[src/rtl/time_display_scanner_pkg.sv]
// Shared constants for the six-digit time display scanner: active-low
// segment patterns and the blink field selector encoding.
package time_display_scanner_pkg;

    // Active-low segment patterns, bit order {g,f,e,d,c,b,a}
    localparam logic [6:0] SEG_0     = 7'h40;
    localparam logic [6:0] SEG_1     = 7'h79;
    localparam logic [6:0] SEG_2     = 7'h24;
    localparam logic [6:0] SEG_3     = 7'h30;
    localparam logic [6:0] SEG_4     = 7'h19;
    localparam logic [6:0] SEG_5     = 7'h12;
    localparam logic [6:0] SEG_6     = 7'h02;
    localparam logic [6:0] SEG_7     = 7'h78;
    localparam logic [6:0] SEG_8     = 7'h00;
    localparam logic [6:0] SEG_9     = 7'h10;
    localparam logic [6:0] SEG_DASH  = 7'h3F;
    localparam logic [6:0] SEG_BLANK = 7'h7F;

    // Which two-digit field blinks
    typedef enum logic [1:0] {
        BLINK_NONE = 2'd0,
        BLINK_SEC  = 2'd1,
        BLINK_MIN  = 2'd2,
        BLINK_HOUR = 2'd3
    } blink_sel_e;

    // Per-slot phase: anodes off for ghosting suppression, then digit on
    typedef enum logic {
        SLOT_DEAD = 1'b0,
        SLOT_ON   = 1'b1
    } slot_state_e;

endpackage

[src/rtl/time_display_scanner_bcd_to_seg.sv]
// Combinational BCD to active-low seven-segment decoder; non-decimal
// codes show a dash so a corrupted counter is visible on the display.
module bcd_to_seg
    import time_display_scanner_pkg::*;
(
    input  logic [3:0] bcd,
    output logic [6:0] seg
);

    // Digit lookup with dash fallback
    always_comb begin
        seg = SEG_DASH;
        case (bcd)
            4'd0: seg = SEG_0;
            4'd1: seg = SEG_1;
            4'd2: seg = SEG_2;
            4'd3: seg = SEG_3;
            4'd4: seg = SEG_4;
            4'd5: seg = SEG_5;
            4'd6: seg = SEG_6;
            4'd7: seg = SEG_7;
            4'd8: seg = SEG_8;
            4'd9: seg = SEG_9;
            default: seg = SEG_DASH;
        endcase
    end

endmodule

[src/rtl/time_display_scanner.sv]
// Multiplexed six-digit HH:MM:SS display scanner with per-frame snapshot,
// anode dead time, field blinking, leading-zero blanking and colon dots.
//
// state     | meaning
// SLOT_DEAD | first DEAD_CYCLES of a slot, all anodes off
// SLOT_ON   | anode of the current slot driven unless suppressed
module time_display_scanner
    import time_display_scanner_pkg::*;
#(
    parameter int REFRESH_DIV  = 100000,
    parameter int DEAD_CYCLES  = 16,
    parameter int BLINK_FRAMES = 250
) (
    input  logic       clk,
    input  logic       reset,
    input  logic [3:0] secLSB,
    input  logic [3:0] secMSB,
    input  logic [3:0] minLSB,
    input  logic [3:0] minMSB,
    input  logic [3:0] hourLSB,
    input  logic [3:0] hourMSB,
    input  logic [1:0] blink_sel,
    input  logic       lzb_en,
    input  logic       colon_en,
    output logic [5:0] an,
    output logic [6:0] seg,
    output logic       dp,
    output logic       frame_start
);

    localparam int CW = (REFRESH_DIV > 1) ? $clog2(REFRESH_DIV) : 1;
    localparam int BW = $clog2(BLINK_FRAMES + 1);
    localparam logic [CW-1:0] CNT_MAX   = CW'(REFRESH_DIV - 1);
    localparam logic [CW-1:0] DEAD_LIM  = CW'(DEAD_CYCLES);
    localparam logic [BW-1:0] BLINK_LIM = BW'(BLINK_FRAMES);

    logic [CW-1:0] cnt, cnt_nxt;
    logic [2:0]    idx, idx_nxt;
    logic [3:0]    snap [6];
    logic          blink_on;
    logic [BW-1:0] bcnt;
    slot_state_e   state, state_nxt;
    logic          frame_hit;
    logic [3:0]    cur_digit;
    logic [6:0]    dec_seg;
    logic          field_hit, suppress;
    blink_sel_e    bsel;
    logic [5:0]    an_nxt;
    logic [6:0]    seg_nxt;
    logic          dp_nxt;

    assign frame_hit = (idx == 3'd0) && (cnt == '0);
    assign bsel      = blink_sel_e'(blink_sel);

    // Prescaler and slot index advance; slot phase follows the next count
    always_comb begin
        cnt_nxt = cnt + 1'b1;
        idx_nxt = idx;
        if (cnt == CNT_MAX) begin
            cnt_nxt = '0;
            idx_nxt = (idx == 3'd5) ? 3'd0 : idx + 3'd1;
        end
        state_nxt = (cnt_nxt < DEAD_LIM) ? SLOT_DEAD : SLOT_ON;
    end

    // Scan position and slot phase registers
    always_ff @(posedge clk) begin
        if (reset) begin
            cnt   <= '0;
            idx   <= 3'd0;
            state <= (DEAD_CYCLES > 0) ? SLOT_DEAD : SLOT_ON;
        end else begin
            cnt   <= cnt_nxt;
            idx   <= idx_nxt;
            state <= state_nxt;
        end
    end

    // Digit snapshot and blink phase, both updated only on frame start
    always_ff @(posedge clk) begin
        if (reset) begin
            for (int i = 0; i < 6; i++) snap[i] <= 4'd0;
            blink_on <= 1'b1;
            bcnt     <= '0;
        end else if (frame_hit) begin
            snap[0] <= secLSB;
            snap[1] <= secMSB;
            snap[2] <= minLSB;
            snap[3] <= minMSB;
            snap[4] <= hourLSB;
            snap[5] <= hourMSB;
            if (bcnt == BLINK_LIM) begin
                blink_on <= ~blink_on;
                bcnt     <= BW'(1);
            end else begin
                bcnt <= bcnt + 1'b1;
            end
        end
    end

    // Select the snapshot digit for the current slot
    always_comb begin
        cur_digit = snap[0];
        case (idx)
            3'd1: cur_digit = snap[1];
            3'd2: cur_digit = snap[2];
            3'd3: cur_digit = snap[3];
            3'd4: cur_digit = snap[4];
            3'd5: cur_digit = snap[5];
            default: cur_digit = snap[0];
        endcase
    end

    bcd_to_seg u_bcd_to_seg (
        .bcd (cur_digit),
        .seg (dec_seg)
    );

    // Blink field membership and leading-zero blanking
    always_comb begin
        field_hit = 1'b0;
        case (bsel)
            BLINK_SEC:  field_hit = (idx <= 3'd1);
            BLINK_MIN:  field_hit = (idx == 3'd2) || (idx == 3'd3);
            BLINK_HOUR: field_hit = (idx >= 3'd4);
            default:    field_hit = 1'b0;
        endcase
        suppress = (field_hit && !blink_on) ||
                   ((idx == 3'd5) && lzb_en && (snap[5] == 4'd0));
    end

    // Slot output decode; everything dark unless ON and not suppressed
    always_comb begin
        an_nxt  = 6'h3F;
        seg_nxt = SEG_BLANK;
        dp_nxt  = 1'b1;
        if (state == SLOT_ON && !suppress) begin
            an_nxt  = ~(6'h01 << idx);
            seg_nxt = dec_seg;
            dp_nxt  = !(colon_en && ((idx == 3'd2) || (idx == 3'd4)));
        end
    end

    // Registered outputs, one cycle behind the scan state
    always_ff @(posedge clk) begin
        if (reset) begin
            an          <= 6'h3F;
            seg         <= SEG_BLANK;
            dp          <= 1'b1;
            frame_start <= 1'b0;
        end else begin
            an          <= an_nxt;
            seg         <= seg_nxt;
            dp          <= dp_nxt;
            frame_start <= frame_hit;
        end
    end

endmodule

[config.mk]
export PLATFORM = sky130hd
export DESIGN_NAME = time_display_scanner
export DESIGN_NICKNAME = d
export VERILOG_FILES = /design/src/rtl/time_display_scanner_pkg.sv /design/src/rtl/time_display_scanner_bcd_to_seg.sv /design/src/rtl/time_display_scanner.sv
export SDC_FILE = /design/constraint.sdc
export NUM_CORES = 1
export LEC_CHECK = 0
export CAP_MARGIN = 15
export CELL_PAD_IN_SITES_DETAIL_PLACEMENT = 1
export CELL_PAD_IN_SITES_GLOBAL_PLACEMENT = 1
export CORE_MARGIN = 5
export CORE_UTILIZATION = 46
export CTS_BUF_LIST = sky130_fd_sc_hd__clkbuf_16
export DETAILED_ROUTE_END_ITERATION = 6
export GPL_ROUTABILITY_DRIVEN = 0
export PLACE_DENSITY_LB_ADDON = 0.1
export SLEW_MARGIN = 15
export SYNTH_ARGS = -nofsm -noshare
export SYNTH_HDL_FRONTEND = slang
export SYNTH_HIERARCHICAL = 1
export SYNTH_SLANG_ARGS = --single-unit
[constraint.sdc]
create_clock -name clk -period 5 [get_ports clk]
set_clock_uncertainty 0.1 [all_clocks]
set_input_delay 0.5 -clock clk [delete_from_list [all_inputs] [get_ports clk]]
set_output_delay 0.5 -clock clk [all_outputs]
set_load 0.05 [all_outputs]
Yosys cells after proc, flatten, opt, wreduce, memory -nomap -nowiden
Memories as Yosys holds them, arrays and structs flattened. A register that Yosys moved wholly into a read port is not among the register bits.
Index checks and enable logic that the tools add are counted.
Widths: inputs -> output; s select.
{"block": "word_totals", "mem_bits_rw": 24, "mem_count": 2, "output_inout_bits": 15, "regBits": 38, "mem_bits_ro": 112}
{"name": "(name not given)", "words": 16, "word_bits": 7, "rd": 1, "rd_clocked_by_memory_dff": 1, "write_ports": 0, "line_no": "time_display_scanner_bcd_to_seg.sv:13", "source": "case (bcd)"}
{"name": "snap", "words": 6, "word_bits": 4, "rd": 6, "rd_clocked_by_memory_dff": 0, "write_ports": 6, "line_no": "time_display_scanner.sv:39", "source": "logic [3:0] snap [6];"}
{"block": "op_classes", "n_mux": 17, "n_eq_ne": 10, "magnitude_cmp": 3, "shift": 1, "n_bitwise": 9, "add_sub_neg": 3, "reduce_logical": 17}
{"operator": "$mux 4", "count": 6}
{"operator": "$pmux 4 s5", "count": 1}
{"operator": "$add 17x1->17 const B", "count": 1}
{"operator": "$eq 17x17->1 const B", "count": 1}
{"operator": "$logic_not 17->1", "count": 1}
{"operator": "$lt 17x5->1 const B", "count": 1}
{"operator": "$mux 17", "count": 1}
{"operator": "$add 8x1->8 const B", "count": 1}
{"operator": "$eq 8x8->1 const B", "count": 1}
{"operator": "$mux 8", "count": 1}
{"operator": "$eq 3x2->1 const B", "count": 2}
{"operator": "$eq 3x3->1 const B", "count": 2}
{"operator": "$logic_and 1x1->1", "count": 6}
{"operator": "$mux 1", "count": 6}
{"operator": "$not 6->6", "count": 1}
{"operator": "$or 1x1->1", "count": 6}
{"operator": "$shl 1x3->6 const A", "count": 1}
{"operator": "$eq 2x2->1 const B", "count": 2}
{"operator": "$logic_not 4->1", "count": 1}
{"operator": "$add 3x1->3 const B", "count": 1}
{"operator": "$eq 3x1->1 const B", "count": 1}
{"operator": "$ge 3x3->1 const B", "count": 1}
{"operator": "$le 3x1->1 const B", "count": 1}
{"operator": "$logic_not 1->1", "count": 3}
{"operator": "other kinds (8)", "count": 11}

Depth between registers and ports, before layout
{"block": "logic_depth", "depth_word": 9, "mapped_depth": 15, "mapped_depth_nobuf": 11}

Cells and area by module
Netlist, hierarchy kept.
{"mod": "time_display_scanner", "cells_each": 320, "area_per_inst_um2": 3174.3, "instances": 1, "seq_area_each_um2": 1621.6}
{"mod": "bcd_to_seg", "cells_each": 31, "area_per_inst_um2": 240.2, "instances": 1, "seq_area_each_um2": 0.0}

Least setup slack after synthesis
OpenSTA, ideal clock, no wires.
{"block": "synth_timing", "kind": "register to register", "from": "register idx[0]", "to": "register seg[2]", "n_path_buf": 4, "path_stages_with_launch": 15, "arrival_time_ns": 2.741, "path_slack_ns": 2.021, "t_required_ns": 4.761, "period_less_slack_ns": 2.979, "path_cell_list": "dfxtp_1 > buf_6 > clkbuf_1 > and2_1 > ha_1 > clkbuf_1 > nor2b_1 > clkbuf_1 > a21o_1 > a221o_1 > o22a_1 > ha_1 > nor3b_1 > a21o_1 > nand2b_1"}
{"item": "from (decl)", "line_no": "time_display_scanner.sv:38", "source": "logic [2:0] idx, idx_nxt;"}
{"item": "from (signal assigned)", "line_no": "time_display_scanner.sv:74", "source": "idx <= idx_nxt;"}
{"item": "$eq 3x3->1 (tied with other cells)", "line_no": "time_display_scanner.sv:104", "source": "case (idx)"}
{"item": "$pmux 4 s5 *", "line_no": "time_display_scanner.sv:104"}
{"item": "named net cur_digit[1]", "line_no": "time_display_scanner.sv:44", "source": "logic [3:0] cur_digit;"}
{"item": "to (decl)", "line_no": "time_display_scanner.sv:26", "source": "output logic [6:0] seg,"}
The timed path passes the listed nets; every way through them passes the cells marked *.
A chain may end at the register's enable or synchronous reset.

Worst setup path after layout
{"block": "layout_timing", "from": "register idx[2]", "to": "register seg[4]"}
The elaborated chain is that of the path after synthesis.

==> results.md <==
Worst setup path:
- Of all nets on the critical path, the largest fanout is 15.
- The startpoint class of the critical path is a register.
- The endpoint identified for the worst register-to-register timing path is seg[4].
- The setup check on the worst reg-to-reg path leaves a slack of 1.65 ns.
- The path type of the worst setup path is reg -> reg.
- In this run the worst setup path begins at idx[2].
- The end point of the critical path is seg[4].
- Data arrives at the worst endpoint at 3.52 ns.
- STA classifies the critical path endpoint as a register.
- The reg-to-reg critical path startpoint is idx[2].
- Counting cells, the worst reg-to-reg path comes to 11.
- STA puts the critical path data required time at 5.17 ns.

Logic synthesis:
- For this run, the leading register cell type out of synthesis is sky130_fd_sc_hd__dfxtp_1.
- The number of different library cells in the post-synthesis netlist is 56.
- The xor-xnor portion of the synthesized cell area is 6.156%.
- The number of enable flip-flop cells after synthesis is 24.
- After synthesis, the share of flip-flops with an asynchronous set or reset is 0%.
- The average instance in the mapped netlist occupies 9.728 um^2.
- The portion of netlist area occupied by mux cells is 1.539%.
- The share of synthesized area occupied by flip-flops and latches is 47.49%.
- After technology mapping, the gate count stands at 351.
- The leading cell type by number of instances after synthesis is sky130_fd_sc_hd__dfxtp_1.
- Summed over all instances, the cell type with the most area after synthesis is sky130_fd_sc_hd__dfxtp_1.
- Summing the areas of all and, or, nand and nor instances in the mapped netlist gives 26.60% of the synthesized area.
- The netlist area before placement is 0.003415 mm^2.
- The Yosys step of the flow raised 6 warnings.
- After synthesis, the most frequently instantiated cells are 45 x sky130_fd_sc_hd__dfxtp_1, 36 x sky130_fd_sc_hd__nor2_1, 26 x sky130_fd_sc_hd__and2_1.
- Yosys attributes the largest share of cell area to sky130_fd_sc_hd__dfxtp_1 26%, sky130_fd_sc_hd__edfxtp_1 21%, sky130_fd_sc_hd__and2_1 4.8%.
- The dominant combinational cell family by area after synthesis is simple AND/OR/NAND/NOR gates.
- The top-area cell type share of the netlist area is 26.38%.
- The synthesized netlist devotes 9.894% of its cell area to compound gates.
- Summing the areas of all fa, ha and maj instances in the mapped netlist gives 3.664% of the synthesized area.
- The register bit count reported by yosys is 69.
- When the netlist entered floorplanning its net count stood at 391.

Floorplanning:
- In this run the horizontal extent of the chip is 96.16 um.
- Measured along the y axis, the die boundary spans 96.16 um.
- The number of standard-cell rows in the floorplan is 31.
- The I/O pin total is 45.
- The core region area is 0.007253 mm^2.
- The die covers 0.009246 mm^2.
- The starting density of the core is 47.08%.

STA:
- Setup repair after global routing left no endpoint under its margin.
- At the pin with the least slew margin, the transition time is 0.6495 ns.
- The final number of hold-violating endpoints was 0.
- The relative slew slack is 56.56%.
- The timing-limited maximum frequency is 0.2989 GHz.
- Across all setup checks in the final design, the least slack found is 1.654 ns.
- The setup total negative slack is 0 ns.
- Setup violations remaining at the end of the flow were counted as 0.
- The number of max-slew violations in the final report is 0.
- Dividing the final minimum period by the clock period gives 66.92%.
- Counting I/O delays and the setup requirement, the final critical path takes 3.346 ns.

Power:
- For this design the static power due to leakage is 1.566 nW.
- IR analysis of the VDD net gives a maximum drop of 0.0002097 V.
- The total chip power is 1.320 mW.
- The power per cell area is 319.5 mW/mm^2.

Clock tree:
- In this run the number of H-tree levels came out at 3.
- The number of clock buffers inserted by TritonCTS is 9.
- The buffers inserted during post-CTS setup optimization is 0.
- The number of buffers added to fix hold violations after cts is 0.
- The number of sinks handled by clock tree synthesis is 69.
- TritonCTS built the clock tree.
- CTS placed an instance of sky130_fd_sc_hd__clkbuf_16 at the clock tree root.
- The later pin in the worst-skew pair is clocked with a latency of 0.33 ns.
- The number of instances resized during post-cts repair is 0.
- The longest clock path from root to sink contains 2 buffers.
- The clock transition at the register clock pins on the worst setup and hold paths after CTS is 0.05 ns.

Finish:
- The net total in the final layout is 425.
- 0 antenna diodes ended up in the layout.
- The share of final-layout standard cells stronger than drive strength 1 is 6.923%.
- The area growth from synthesis to final layout is 21.00%.
- The layout filler cell count is 827.

GRT:
- The first global-routing pass estimated 13.24 mm of wire.
- Entering global routing, the biggest net connects 26 pins.
- In the global route stage, overall resource usage came out at 18.92%.
- Global routing finished with a remaining overflow of 0.
- The number of antenna violations at the first check in global routing is 0.
- The via count of the first global-routing pass is 2,684.

Placement:
- The worst slack after detailed placement is 1.708 ns.
- The count of buffers inserted at the top-level ports is 44.
- Summed over all nets, the half-perimeter wirelength after detailed placement is 5.768 mm.

Detailed routing:
- The first detailed-routing pass took 4 iterations.
- The routed layout has 2,586 vias.
- The detail route stage leaves a number of antenna-violating nets equal to 0.
- After the first detailed-routing iteration, the DRC count stood at 114.
- Dividing the detail-routed via count by the number of cells gives 5.288.
- For this block, the routed nets add up to 7.942 mm of wire.
- The wire length per cell after detailed routing is 16.24 um.
- The count of unresolved DRC violations after routing is 0.

Min path:
- In this run the worst hold path is classified as reg -> reg.
- The depth of the worst hold-timing path is 1.

Flow run:
- The tool flagged a number of max-cap violations equal to 0.

Run status:
- The flow ran to the end, and the final reports show no timing, DRC or antenna violations.
kinds of logic after synthesis:
group / Yosys count
muxes: 5
adders and majority gates: 10
xor gates and xnor gates: 24
AOI/OAI and AO/OA: 49
DFF: 69
buffers and inverters: 32
and+or+nand+nor: 162
how the worst min path moves through the flow:
stage | slack, ns | from | end
after floorplan | 0.34 | cnt[0] | cnt[0]
after global placement | 0.36 | cnt[0] | cnt[0]
after detailed placement | 0.36 | cnt[0] | cnt[0]
after CTS | 0.37 | cnt[0] | cnt[0]
after global routing | 0.41 | cnt[0] | cnt[0]
final | 0.37 | cnt[0] | cnt[0]
cell type report:
class / instances / area, um^2 / area share [%]
Timing Repair Buffer: 45 / 447.9 / 10.84
Inverter: 10 / 37.54 / 0.9085
Clock inverter: 7 / 35.03 / 0.8480
Multi-Input combinational cell: 250 / 1640 / 39.70
Sequential cell: 69 / 1622 / 39.25
Clock buffer: 9 / 225.2 / 5.451
Tap cell: 99 / 123.9 / 2.998
state kept, by name, indices dropped and copies added (netlist names):
signal and count:
bcnt 8, snap 24, frame_start 1, cnt 17, idx 3, an 6
seg 7, dp 1, blink_on 1, state 1
layout by cell type, fill, tap and decap left out, types with 4 or more instances in the layout:
| master | count |
|---|---|
| sky130_fd_sc_hd__dfxtp_1 | 45 |
| sky130_fd_sc_hd__clkdlybuf4s50_1 | 44 |
| sky130_fd_sc_hd__nor2_1 | 36 |
| sky130_fd_sc_hd__and2_1 | 26 |
| sky130_fd_sc_hd__edfxtp_1 | 24 |
| sky130_fd_sc_hd__nand2_1 | 23 |
| sky130_fd_sc_hd__a21oi_1 | 15 |
| sky130_fd_sc_hd__xnor2_1 | 13 |
| sky130_fd_sc_hd__inv_1 | 12 |
| sky130_fd_sc_hd__nor3_1 | 11 |
| sky130_fd_sc_hd__nand2b_1 | 11 |
| sky130_fd_sc_hd__xor2_1 | 11 |
| sky130_fd_sc_hd__nand3_1 | 10 |
| sky130_fd_sc_hd__ha_1 | 10 |
| sky130_fd_sc_hd__clkbuf_16 | 9 |
| sky130_fd_sc_hd__nor4_1 | 7 |
| sky130_fd_sc_hd__nand4_1 | 7 |
| sky130_fd_sc_hd__a21o_1 | 6 |
| sky130_fd_sc_hd__o21ai_0 | 5 |
| sky130_fd_sc_hd__nor2b_1 | 4 |
| sky130_fd_sc_hd__a221oi_1 | 4 |
| sky130_fd_sc_hd__a221o_1 | 4 |
| sky130_fd_sc_hd__o22a_1 | 4 |
metal layers:
layer / global-route usage, % / wire length (um) / share of wire, % / vias up
met5: 0 / 0 / 0 / -
met4: 8.294 / 134 / 1.7 / 0
met3: 4.378 / 341 / 4.3 / 10
met2: 30.02 / 3802 / 48 / 53
met1: 24.48 / 3664 / 46 / 1225
li1: - / - / - / 1298
worst max-delay path: stages (launching register included):
cell and delay, ns:
sky130_fd_sc_hd__dfxtp_1 0.65, sky130_fd_sc_hd__inv_1 0.17, sky130_fd_sc_hd__ha_1 0.35, sky130_fd_sc_hd__nor2b_1 0.47, sky130_fd_sc_hd__a21oi_1 0.09, sky130_fd_sc_hd__a21oi_1 0.22
sky130_fd_sc_hd__o22a_1 0.37, sky130_fd_sc_hd__inv_1 0.14, sky130_fd_sc_hd__ha_1 0.22, sky130_fd_sc_hd__or2b_1 0.24, sky130_fd_sc_hd__a31oi_1 0.16, sky130_fd_sc_hd__nand2b_1 0.11
power breakdown:
part	internal (mW)	total, mW	switching, mW
clock network	0.328	0.552	0.224
logic	0.0646	0.132	0.0676
registers	0.618	0.636	0.0173
per-stage QoR:
stage	utilization (%)	instances	hold slack, ns	area [um^2]
after floorplan	-	351	0.3412	3415
after global placement	53.37	473	0.3594	3871
after detailed placement	53.37	473	0.3616	3871
after CTS	56.96	489	0.3735	4131
after global routing	56.96	489	0.4073	4131
final	56.96	489	0.3731	4131
(Power assumes the default switching activity.)
